File: src/rtl/stepper_ramp_sequencer.sv
// ---------------------------------------------------------------------------
// stepper_ramp_sequencer
//
// One-axis stepper motion stage. It turns a run request and a direction level
// into a trapezoidal step-rate profile and drives the coil lines directly.
// The profile accelerates from MAX_PERIOD down to MIN_PERIOD, cruises there,
// and decelerates back to MAX_PERIOD before stopping. A signed position
// counter tracks every step that is taken.
//
// Build option:
//   HALF_STEP_EN  defined   -> 8-entry half-step coil sequence, 3-bit phase
//                 undefined -> 4-entry full-step coil sequence, 2-bit phase
//
// Ports:
//   clk         system clock
//   rst         asynchronous active-high reset
//   en          run request (level)
//   dir         direction, 1 = forward, 0 = reverse
//   limit       hard-stop request (level), overrides everything
//   signal      coil drive lines [3:0], 0000 while idle
//   step_pulse  one-cycle strobe in the cycle after a step was taken
//   position    signed step count, wraps two's-complement
//   busy        high whenever the sequencer is not idle
// ---------------------------------------------------------------------------
module stepper_ramp_sequencer #(
    parameter int MAX_PERIOD = 100000,
    parameter int MIN_PERIOD = 25000,
    parameter int RAMP_STEP  = 2500,
    parameter int POS_W      = 16
) (
    input  logic                    clk,
    input  logic                    rst,
    input  logic                    en,
    input  logic                    dir,
    input  logic                    limit,
    output logic [3:0]              signal,
    output logic                    step_pulse,
    output logic signed [POS_W-1:0] position,
    output logic                    busy
);

    localparam int PW = $clog2(MAX_PERIOD + 1);
`ifdef HALF_STEP_EN
    localparam int PH_W = 3;
`else
    localparam int PH_W = 2;
`endif

    localparam logic [PW-1:0] MAX_P  = PW'(MAX_PERIOD);
    localparam logic [PW-1:0] MIN_P  = PW'(MIN_PERIOD);
    localparam logic [PW-1:0] RAMP_P = PW'(RAMP_STEP);

    typedef enum logic [1:0] {S_IDLE, S_ACCEL, S_CRUISE, S_DECEL} state_t;

    state_t                  state_q, state_d;
    logic [PW-1:0]           period_q, period_d;
    logic [PW-1:0]           cnt_q, cnt_d;
    logic [PH_W-1:0]         ph_q, ph_d;
    logic                    ldir_q, ldir_d;
    logic signed [POS_W-1:0] pos_q, pos_d;
    logic [3:0]              signal_q, signal_d;
    logic                    step_pulse_q, step_pulse_d;
    logic                    busy_q, busy_d;

    logic                    step_evt;
    logic                    stop_req;
    logic [31:0]             period_w;
    logic [PW-1:0]           period_dn;
    logic [PW-1:0]           period_up;

    function automatic logic [3:0] coil_pattern(input logic [PH_W-1:0] idx);
        logic [3:0] pat;
        pat = 4'b0000;
`ifdef HALF_STEP_EN
        case (idx)
            3'd0: pat = 4'b1000;
            3'd1: pat = 4'b1100;
            3'd2: pat = 4'b0100;
            3'd3: pat = 4'b0110;
            3'd4: pat = 4'b0010;
            3'd5: pat = 4'b0011;
            3'd6: pat = 4'b0001;
            3'd7: pat = 4'b1001;
        endcase
`else
        case (idx)
            2'd0: pat = 4'b1100;
            2'd1: pat = 4'b0110;
            2'd2: pat = 4'b0011;
            2'd3: pat = 4'b1001;
        endcase
`endif
        return pat;
    endfunction

    // Saturating ramp arithmetic is evaluated at 32 bits so that neither
    // period - RAMP_STEP nor period + RAMP_STEP can wrap in the PW-bit field.
    assign period_w  = 32'(period_q);
    assign period_dn = (period_w > 32'(MIN_PERIOD) + 32'(RAMP_STEP)) ? period_q - RAMP_P : MIN_P;
    assign period_up = (period_w + 32'(RAMP_STEP) < 32'(MAX_PERIOD)) ? period_q + RAMP_P : MAX_P;

    assign step_evt = (cnt_q == (period_q - PW'(1)));
    assign stop_req = !en || (dir != ldir_q);

    always_comb begin
        state_d      = state_q;
        period_d     = period_q;
        cnt_d        = cnt_q;
        ph_d         = ph_q;
        ldir_d       = ldir_q;
        pos_d        = pos_q;
        step_pulse_d = 1'b0;

        case (state_q)
            S_IDLE: begin
                if (en && !limit) begin
                    ldir_d   = dir;
                    period_d = MAX_P;
                    cnt_d    = '0;
                    state_d  = S_ACCEL;
                end
            end
            default: begin
                if (limit) begin
                    // Hard stop: no step on this edge, phase and position kept.
                    state_d = S_IDLE;
                    cnt_d   = '0;
                end else begin
                    if (step_evt) begin
                        cnt_d        = '0;
                        step_pulse_d = 1'b1;
                        ph_d         = ldir_q ? ph_q + PH_W'(1) : ph_q - PH_W'(1);
                        pos_d        = ldir_q ? pos_q + POS_W'(1) : pos_q - POS_W'(1);
                        case (state_q)
                            S_ACCEL: begin
                                period_d = period_dn;
                                if (period_dn == MIN_P) begin
                                    state_d = S_CRUISE;
                                end
                            end
                            S_DECEL: begin
                                if (period_q == MAX_P) begin
                                    state_d = S_IDLE;
                                end else begin
                                    period_d = period_up;
                                end
                            end
                            default: ;
                        endcase
                    end else begin
                        cnt_d = cnt_q + PW'(1);
                    end
                    // A stop/reverse request overrides any ACCEL->CRUISE move
                    // made above; the period update of this edge still stands.
                    if ((state_q == S_ACCEL || state_q == S_CRUISE) && stop_req) begin
                        state_d = S_DECEL;
                    end
                end
            end
        endcase

        // Outputs are registered from next-state values so they line up with
        // the state they describe.
        signal_d = (state_d == S_IDLE) ? 4'b0000 : coil_pattern(ph_d);
        busy_d   = (state_d != S_IDLE);
    end

    always_ff @(posedge clk or posedge rst) begin
        if (rst) begin
            state_q      <= S_IDLE;
            period_q     <= MAX_P;
            cnt_q        <= '0;
            ph_q         <= '0;
            ldir_q       <= 1'b0;
            pos_q        <= '0;
            signal_q     <= 4'b0000;
            step_pulse_q <= 1'b0;
            busy_q       <= 1'b0;
        end else begin
            state_q      <= state_d;
            period_q     <= period_d;
            cnt_q        <= cnt_d;
            ph_q         <= ph_d;
            ldir_q       <= ldir_d;
            pos_q        <= pos_d;
            signal_q     <= signal_d;
            step_pulse_q <= step_pulse_d;
            busy_q       <= busy_d;
        end
    end

    assign signal     = signal_q;
    assign step_pulse = step_pulse_q;
    assign position   = pos_q;
    assign busy       = busy_q;

endmodule

File: config.mk
export PLATFORM = sky130hd
export DESIGN_NAME = stepper_ramp_sequencer
export DESIGN_NICKNAME = d
export VERILOG_FILES = /design/src/rtl/stepper_ramp_sequencer.sv
export SDC_FILE = /design/constraint.sdc
export NUM_CORES = 1
export LEC_CHECK = 0
export CAP_MARGIN = 30
export CORE_MARGIN = 10
export CORE_UTILIZATION = 30
export DETAILED_ROUTE_END_ITERATION = 8
export GPL_TIMING_DRIVEN = 0
export PLACE_DENSITY_LB_ADDON = 0.12
export SETUP_SLACK_MARGIN = 0.5
export SLEW_MARGIN = 20
export SYNTH_ARGS = -nofsm -noshare
export SYNTH_HDL_FRONTEND = slang
export SYNTH_SLANG_ARGS = --single-unit
File: constraint.sdc
create_clock -name clk -period 3.85 [get_ports clk]
set_clock_uncertainty 0.1 [all_clocks]
set_input_delay 0.9625 -clock clk [delete_from_list [all_inputs] [get_ports clk]]
set_output_delay 0.9625 -clock clk [all_outputs]
set_load 0.01 [all_outputs]
Word level (Yosys, flattened, before mapping)
Cells that the tools add are included.
- shift operators: 0
- mux-type cells: 30
- multipliers: 0
- add/subtract/negate cells: 9
- divide/modulo/power cells: 0
- equality and inequality tests: 13
- reductions and logical operators: 15
- bitwise gates (word level): 2
- magnitude comparators: 2
- operators by type and width (cell ; number):
    $mux W17 ; 11
    $pmux W17 S2 ; 1
    $mux W2 ; 11
    $add A17 B12 Y18 const B ; 1
    $lt A18 B17 Y1 const B ; 1
    $add A17 B1 Y17 const B ; 1
    $add A17 B12 Y17 const B ; 1
    $eq A17 B15 Y1 const B ; 1
    $eq A17 B17 Y1 ; 1
    $eq A17 B17 Y1 const B ; 1
    $gt A17 B15 Y1 const B ; 1
    $sub A17 B1 Y17 const B ; 1
    $sub A17 B12 Y17 const B ; 1
    $add A16 B2 Y16 const B ; 1
    $mux W16 ; 1
    $pmux W4 S4 ; 1
    $sub A16 B2 Y16 const B ; 1
    $eq A2 B2 Y1 const B ; 4
    $logic_not A2 Y1 ; 3
    $reduce_and A5 Y1 ; 1
    $eq A2 B1 Y1 const B ; 2
    $mux W4 ; 1
    $pmux W2 S2 ; 1
    $reduce_bool A2 Y1 ; 2
    14 further kinds ; 20
- bits in latches: 0
- memory bits (read-only): 0
- register bits after elaboration: 61
- logic and storage cells: 80
- input port bits: 5
- memories kept: 0
- output and inout port bits: 22
- bits in writable memories: 0

Logic depth before layout (Yosys ltp)
Gate-level depths: netlist of the first run.
- word-level depth: 11
- gate-level depth with buffers: 15
- depth with buffers taken out: 10

Least setup slack after synthesis of the first run
Ideal clock, no wire load.
- path kind: register -> register
- from: reg period_q[2]
- to: reg cnt_q[14]
- slack: 0.385 ns
- data arrival time: 3.244 ns
- data required time: 3.629 ns
- library setup time: 0.121 ns
- cell stages (with the launch flop): 15
- path buffers: 5
- period minus slack after synthesis: 3.465 ns
- path through: dfrtp_1 > buf_4 > clkbuf_1 > inv_1 > ha_1 > nor4bb_1 > buf_2 > xnor2_1 > o21ai_0 > or4_4 > or4_1 > and2_1 > clkbuf_1 > buf_2 > a22o_1
- cells in the longest elaborated chain, start to end: 5
- ends and longest elaborated chain (what ; RTL line ; text):
    from (decl) ; 56 ; logic [PW-1:0] period_q, period_d;
    from (signal assigned) ; 181 ; period_q <= period_d;
    $sub A17 B1 Y17 ; 102 ; assign step_evt = (cnt_q == (period_q - PW'(1)));
    $eq A17 B17 Y1 ; 102 ;
    $mux W17 ; 129 ; if (step_evt) begin
    $mux W17 ; 124 ; if (limit) begin
    $mux W17 ; 114 ; case (state_q)
    to (signal assigned) ; 182 ; cnt_q <= cnt_d;
    to (decl) ; 57 ; logic [PW-1:0] cnt_q, cnt_d;
No other way between the ends.
A chain may end at the register's enable or synchronous reset.

Final worst setup path of the first run
- from: reg period_q[2]
- to: reg period_q[6]
- cells in the longest elaborated chain, start to end: 8
- elaborated cells between the ends (all ways): 18
- those cells by class: add/sub: 4; order compare: 2; eq/ne: 3; mux: 7; reduce/logical: 2
- ends and longest elaborated chain (what ; RTL line ; text):
    $add A17 B12 Y18 ; 100 ; assign period_up = (period_w + 32'(RAMP_STEP) < 32'(MAX_PERIOD)) ? period_q + RAMP_P : MAX_P;
    $lt A18 B17 Y1 ; 100 ;
    $mux W17 ; 100 ;
    $mux W17 ; 142 ; if (period_q == MAX_P) begin
    $pmux W17 S2 ; 134 ; case (state_q)
    $mux W17 ; 129 ;
    $mux W17 ; 124 ;
    $mux W17 ; 114 ;
Parallel ways exist; a longest one is shown, timed or not. The select of a mux whose other input is x is not followed.

==> reports/metrics.yaml, run 1 <==
timing.final.crit_share: 0.890
hold_ws_ps: 380
clock_path_buffers: 2
antenna_found_initial: 0
die_h_um: 152
worst_pin_slew_ps: 705
slowest_stage: "or4_4"
synthArstFlopShare: 1.00
vdd_drop_max_mv: 0.339
cts-buffers-inserted: 9
yosysSeqAreaShare: 0.295
grt_pass1_vias: 4972
routed_wl_um: 17800
crit_arrival_ps: 3600
worstSetupPathType: "reg -> reg"
grt_overflow: 0
final_nets: 740
critPathMostFrequentCell: "or4_4"
status: "complete, no violations"
first_iter_violations: 323
cp_cell_sequence: "buf_6 > buf_4 > nor4_4 > nand4_1 > mux2i_2 > or4_4 > or4_4 > buf_12 > or2_4 > a211o_1 > nand2_2"
cp.required_ps: 4020
worst-path-stages: 11
drc_errors: 0
synth_edf_count: 0
drt-pass1-iter-count: 6
hold_viol: 0
final_core_util: 0.419
io_buffers: 26
cap_violations: 0
fin_ws_ps: 425
ys_ff_latch: 61
wl_per_cell_um: 18.9
cts_tree: "built"
drtAntennaViolNets: 0
yosys_warnings: 0
drive_gt1_frac: 0.275
finalSetupViolations: 0
synth_top_flop_cell: "dfrtp_1"
startpoint_type: "register"
synth_fp_nets: 665
rows: 48
clk_latency_ps: 340
diodes: 0
p_total_w: 0.00458
synth_cell_types: 78
initial_core_util: 0.304
place_congestion: 0.919
rsz0062_at_grt: "true"
slew_viol_final: 0
fp.dieW_um: 152
hpwl_um: 12400
cts_sinks: 61
leakage_nw: 3.05
fin_crit_ps: 3420
crit_buf_inv: 3
path_max_fanout: 6
cpPeakStageDelay_ps: 580
post-place-ws_ps: -237
via_per_inst: 5.51
grt_start_max_net_pins: 39
hp-class: "reg -> reg"
slew-limit-headroom: 0.530
synthToLayoutAreaGrowth_pct: 38.0
h-tree-depth: 3
vias: 5195
grt_util_all_layers: 0.155
syn_area_um2: 5200
reg2regPathDepth: 11
cp_top_family: "simple AND/OR/NAND/NOR gates"
grt_pass1_wl_um: 27900
syn_area_per_cell_um2: 8.16
cts_root_buf: "clkbuf_16"
critPathCaptureType: "register"
io_pins: 27
fp.coreArea_um2: 17100
min_path_cells: 1
post_synth_inst_count: 637
max_freq_mhz: 292
path_clk_slew_ps: 60
die-area_um2: 23000
p_per_area_nw_per_um2: 638
## worst paths after layout
check	from	end	slack [ps]
max in group asynchronous	rst	period_q[15]	2200
max	period_q[2]	period_q[6]	430
min in group asynchronous	rst	position[6]	850
min reg2reg	position[15]	position[15]	380
max reg2reg	period_q[2]	period_q[6]	430
min	position[15]	position[15]	380
## per-stage QoR
stage | instances | TNS (ps) | area [um^2]
after global routing | 942 | 0 | 7180
after CTS | 930 | 0 | 6630
after floorplan | 637 | 0 | 5220
final | 942 | 0 | 7180
after global placement | 888 | -10290 | 5760
after detailed placement | 890 | -2990 | 5800
## sequential cells by signal (all words and copies together) (netlist names)
register    count
position       16
busy            1
ph_q            2
ldir_q          1
step_pulse      1
state_q         2
period_q       17
cnt_q          17
signal          4
## repair_timing
item,in CTS,in global routing
setup buffers,24,10
hold buffers,0,0
gates resized for setup,87,103
pin swaps,28,31
endpoints found under the setup margin,60,56
cloned,0,2
## cell usage after synthesis, types with 7 or more instances
master,number,area (um^2)
and3_1,18,113
xnor2_1,28,245
o21ai_0,36,180
a21o_1,8,60.1
nand2b_1,9,56.3
o31ai_1,8,60.1
o21ai_1,24,120
nand4_1,12,75.1
ha_1,22,275
a31oi_1,10,62.6
a21oi_1,34,170
inv_1,20,75.1
xor2_1,28,245
nor2_1,23,86.3
clkbuf_1,22,82.6
nor3_1,25,125
and2_1,11,68.8
o22ai_1,7,43.8
nand2_1,75,282
buf_2,11,55.1
nand3_1,19,95.1
dfrtp_1,55,1380
## report_power, final
group          switching (W)  internal [W]  total, W
registers          0.0000672      0.000754  0.000821
clock network       0.000314      0.000518  0.000832
logic                0.00169       0.00124   0.00293
total                0.00207       0.00251   0.00458
## worst register-to-register path: stages, from the launching register on
cell     delay (ps)
dfrtp_1         380
buf_6           120
buf_4           150
nor4_4          350
nand4_1         180
mux2i_2         230
or4_4           500
or4_4           580
buf_12          170
or2_4           280
a211o_1         240
nand2_2          70
## layout make-up
type / count / area, um^2
well taps: 225 / 282
clock buffers: 12 / 246
repair buffers: 64 / 627
clock inverters: 4 / 48.8
multi-input cells: 512 / 4020
plain buffers: 43 / 322
inverters: 21 / 97.6
flip-flops and latches: 61 / 1540
fillers: 1715 / 9940
## metal layers
layer	routed length [um]	vias up	part of all wire	track usage
li1	-	2483	-	-
met1	8190	2555	0.46	0.206
met2	8480	130	0.48	0.249
met3	776	27	0.044	0.0249
met4	323	0	0.018	0.0505
met5	0	-	0	0
## cells in the final DEF, fill, tap and decap left out, types with 6 or more instances in the layout
master	synthesis	final
a21o_1	8	8
a21oi_1	34	28
a31oi_1	10	8
and2_1	11	8
and3_1	18	17
buf_2	11	12
buf_4	2	27
buf_6	2	13
clkbuf_1	22	12
clkbuf_16	0	12
clkdlybuf4s50_1	0	26
dfrtp_1	55	52
dfstp_2	6	6
ha_1	22	20
inv_1	20	16
nand2_1	75	64
nand2_4	0	9
nand2b_1	9	9
nand3_1	19	17
nand4_1	12	12
nor2_1	23	21
nor3_1	25	22
o21ai_0	36	29
o21ai_1	24	20
o21ai_2	0	9
xnor2_1	28	25
xor2_1	28	28
## kinds of logic (layout without fill, tap and decap cells)
family,Yosys count,in the layout,share of synthesized area
buf+inv,64,144,0.0532
flops,61,61,0.295
simple gates,239,239,0.247
compound gates,184,184,0.230
xor+xnor,58,58,0.102
fa+ha+maj,23,23,0.0568
mux,8,8,0.0159
Power figures use the tool's default switching activity.
==> run 2, diff against run 1 <==
- CAP_MARGIN: 30 -> unset
==> results of run 2 <==
No change in the layout: final DEF, timing and power equal those of run 1.
==> run 3, diff against run 2 <==
- SLEW_MARGIN: 20 -> unset
==> run 3 against run 2 <==
Net effect: sequential power is essentially flat; hold slack is essentially flat; sequential share of layout area grew 0.11 points; non-clock buffer count grew 6; die area is the same; power shrank 1.4%; sequential cell count is the same; register-to-register slack lost 70 ps; combinational power shrank 2%; utilization shrank 0.20 points; largest power group unchanged.
==> reports/metrics.yaml, run 3 (same netlist as run 1, synthesis figures left out) <==
antenna_found_initial: 0  # unchanged
mostFrequentLayoutCells: "nand2_1 (60), dfrtp_1 (52), buf_4 (36)"
clock_path_buffers: 2  # unchanged
slew-limit-headroom: 0.449  # -0.0812
vdd_drop_max_mv: 0.305  # -9.9%
final_nets: 746  # +0.81%
routed_wl_um: 17500  # -1.4%
status: "complete, no violations"
cp.required_ps: 3960  # -60 ps
h-tree-depth: 3  # unchanged
worstSetupPathType: "reg -> reg"
die-area_um2: 23000  # unchanged
fin_crit_ps: 3500  # +73.7 ps
cts_sinks: 61  # unchanged
rows: 48  # unchanged
crit_path_start: "period_q[2]"
grt_start_max_net_pins: 62  # +59%
first_iter_violations: 341  # +5.6%
grt_util_all_layers: 0.153  # -0.00216
finalSetupViolations: 0  # unchanged
leakage_nw: 3.11  # +2.0%
critPathCaptureType: "register"
p_total_w: 0.00452  # -1.4%
p_per_area_nw_per_um2: 633  # -0.87%
hp-class: "reg -> reg"
wl_per_cell_um: 18.5  # -2.0%
drc_errors: 0  # unchanged
fp.coreArea_um2: 17100  # unchanged
r2r-start: "period_q[2]"
slew_viol_final: 0  # unchanged
rsz0062_at_grt: "true"
io_pins: 27  # unchanged
worst_pin_slew_ps: 827  # +122 ps
initial_core_util: 0.304  # unchanged
via_per_inst: 5.47  # -0.75%
timing.final.crit_share: 0.909  # +0.0192
grt_pass1_wl_um: 27700  # -0.79%
tns_ps: 0  # unchanged
synthToLayoutAreaGrowth_pct: 37.4
hpwl_um: 12100  # -1.6%
startpoint_type: "register"
fp.dieW_um: 152  # unchanged
clk_latency_ps: 330  # about the same
vias: 5189  # -0.12%
diodes: 0  # unchanged
grt_overflow: 0  # unchanged
cts-buffers-inserted: 9  # unchanged
place_congestion: 0.919  # unchanged
cts_hold_buf: 0  # unchanged
grt_pass1_vias: 4961  # -0.22%
crit_arrival_ps: 3610  # about the same
fillCellCount: 1729  # +0.82%
cts_tree: "built"
max_freq_mhz: 286  # -2.1%
io_buffers: 26  # unchanged
drtAntennaViolNets: 0  # unchanged
drive_gt1_frac: 0.272  # -0.00228
cap_violations: 0  # unchanged
cts_root_buf: "clkbuf_16"
hold_viol: 0  # unchanged
die_h_um: 152  # unchanged
layout_commonest_cell: "nand2_1"
path_max_fanout: 7  # +1
min_from: "position[15]"
drt-pass1-iter-count: 5  # -1
path_clk_slew_ps: 60  # about the same
## run 3: cell types whose count changed in the layout (fill, tap and decap cells not counted), moves of 2 or more
| cell | before | now |
|---|---|---|
| buf_2 | 12 | 10 |
| buf_4 | 27 | 36 |
| clkbuf_2 | 4 | 6 |
| clkbuf_4 | 2 | 0 |
| nand2_1 | 64 | 60 |
| nand2_4 | 9 | 12 |
| o21ai_0 | 29 | 24 |
| o21ai_1 | 20 | 24 |
| o21ai_2 | 9 | 11 |
| o22ai_1 | 4 | 6 |
| o32ai_1 | 0 | 2 |
| o32ai_2 | 2 | 0 |
## run 3: layer usage
| metal | wire length [um] | global-route usage | part of all wire |
|---|---|---|---|
| met1 | 8140 | 0.204 | 0.46 |
| met2 | 8140 | 0.244 | 0.46 |
| met3 | 816 | 0.0249 | 0.047 |
| met4 | 435 | 0.0510 | 0.025 |
| met5 | 0 | 0 | 0 |
## run 3: power breakdown
part           internal (W)  switching, W  leakage (nW)
combinational       0.00123       0.00165          2.19
sequential         0.000754     0.0000673         0.776
clock              0.000518      0.000305         0.147
## run 3: path summary, 6_finish.rpt
check	to	slack (ps)	depth (start not counted)
min reg2reg	position[15]	380	1
max	period_q[13]	350	16
max reg2reg	period_q[13]	350	16
min in group asynchronous	position[7]	1060	2
max in group asynchronous	period_q[1]	2020	2
min	position[15]	380	1
## run 3: cell type report
type                    count  area [um^2]  share of cell area
repair buffers             70          673              0.0943
clock inverters             4         48.8             0.00683
well taps                 225          282              0.0394
plain buffers              43          329              0.0461
inverters                  21         97.6              0.0137
clock buffers              12          246              0.0345
multi-input cells         512         3930               0.550
flip-flops and latches     61         1540               0.215
## run 3: metrics by stage
stage / util / setup WS, ps / instances / area (um^2) / hold slack [ps]
after global routing: 0.417 / 233 / 948 / 7140 / 402
after detailed placement: 0.337 / -244 / 888 / 5770 / 365
after floorplan: - / 516 / 637 / 5220 / 370
final: 0.417 / 352 / 948 / 7140 / 379
after CTS: 0.391 / 397 / 930 / 6690 / 378
after global placement: 0.337 / -330 / 888 / 5760 / 369
## run 3: timing repair
| item | in CTS | in global routing |
|---|---|---|
| pin swaps | 26 | 20 |
| cloned | 1 | 2 |
| setup buffers | 25 | 16 |
| endpoints found under the setup margin | 60 | 58 |
| endpoints found under the hold margin | 0 | 0 |
| gates resized for setup | 94 | 90 |
## run 3: critical path, cell delays in order (launching register included)
cell and delay, ps:
dfrtp_1 380, buf_6 120, clkbuf_16 140, clkinv_8 40, ha_4 120, nor4bb_2 190
buf_4 200, buf_6 100, nand4_1 140, xnor2_2 210, or4_4 540, o41ai_4 440
nand2_4 170, clkbuf_16 210, buf_4 140, nand2_4 70, o31ai_4 70
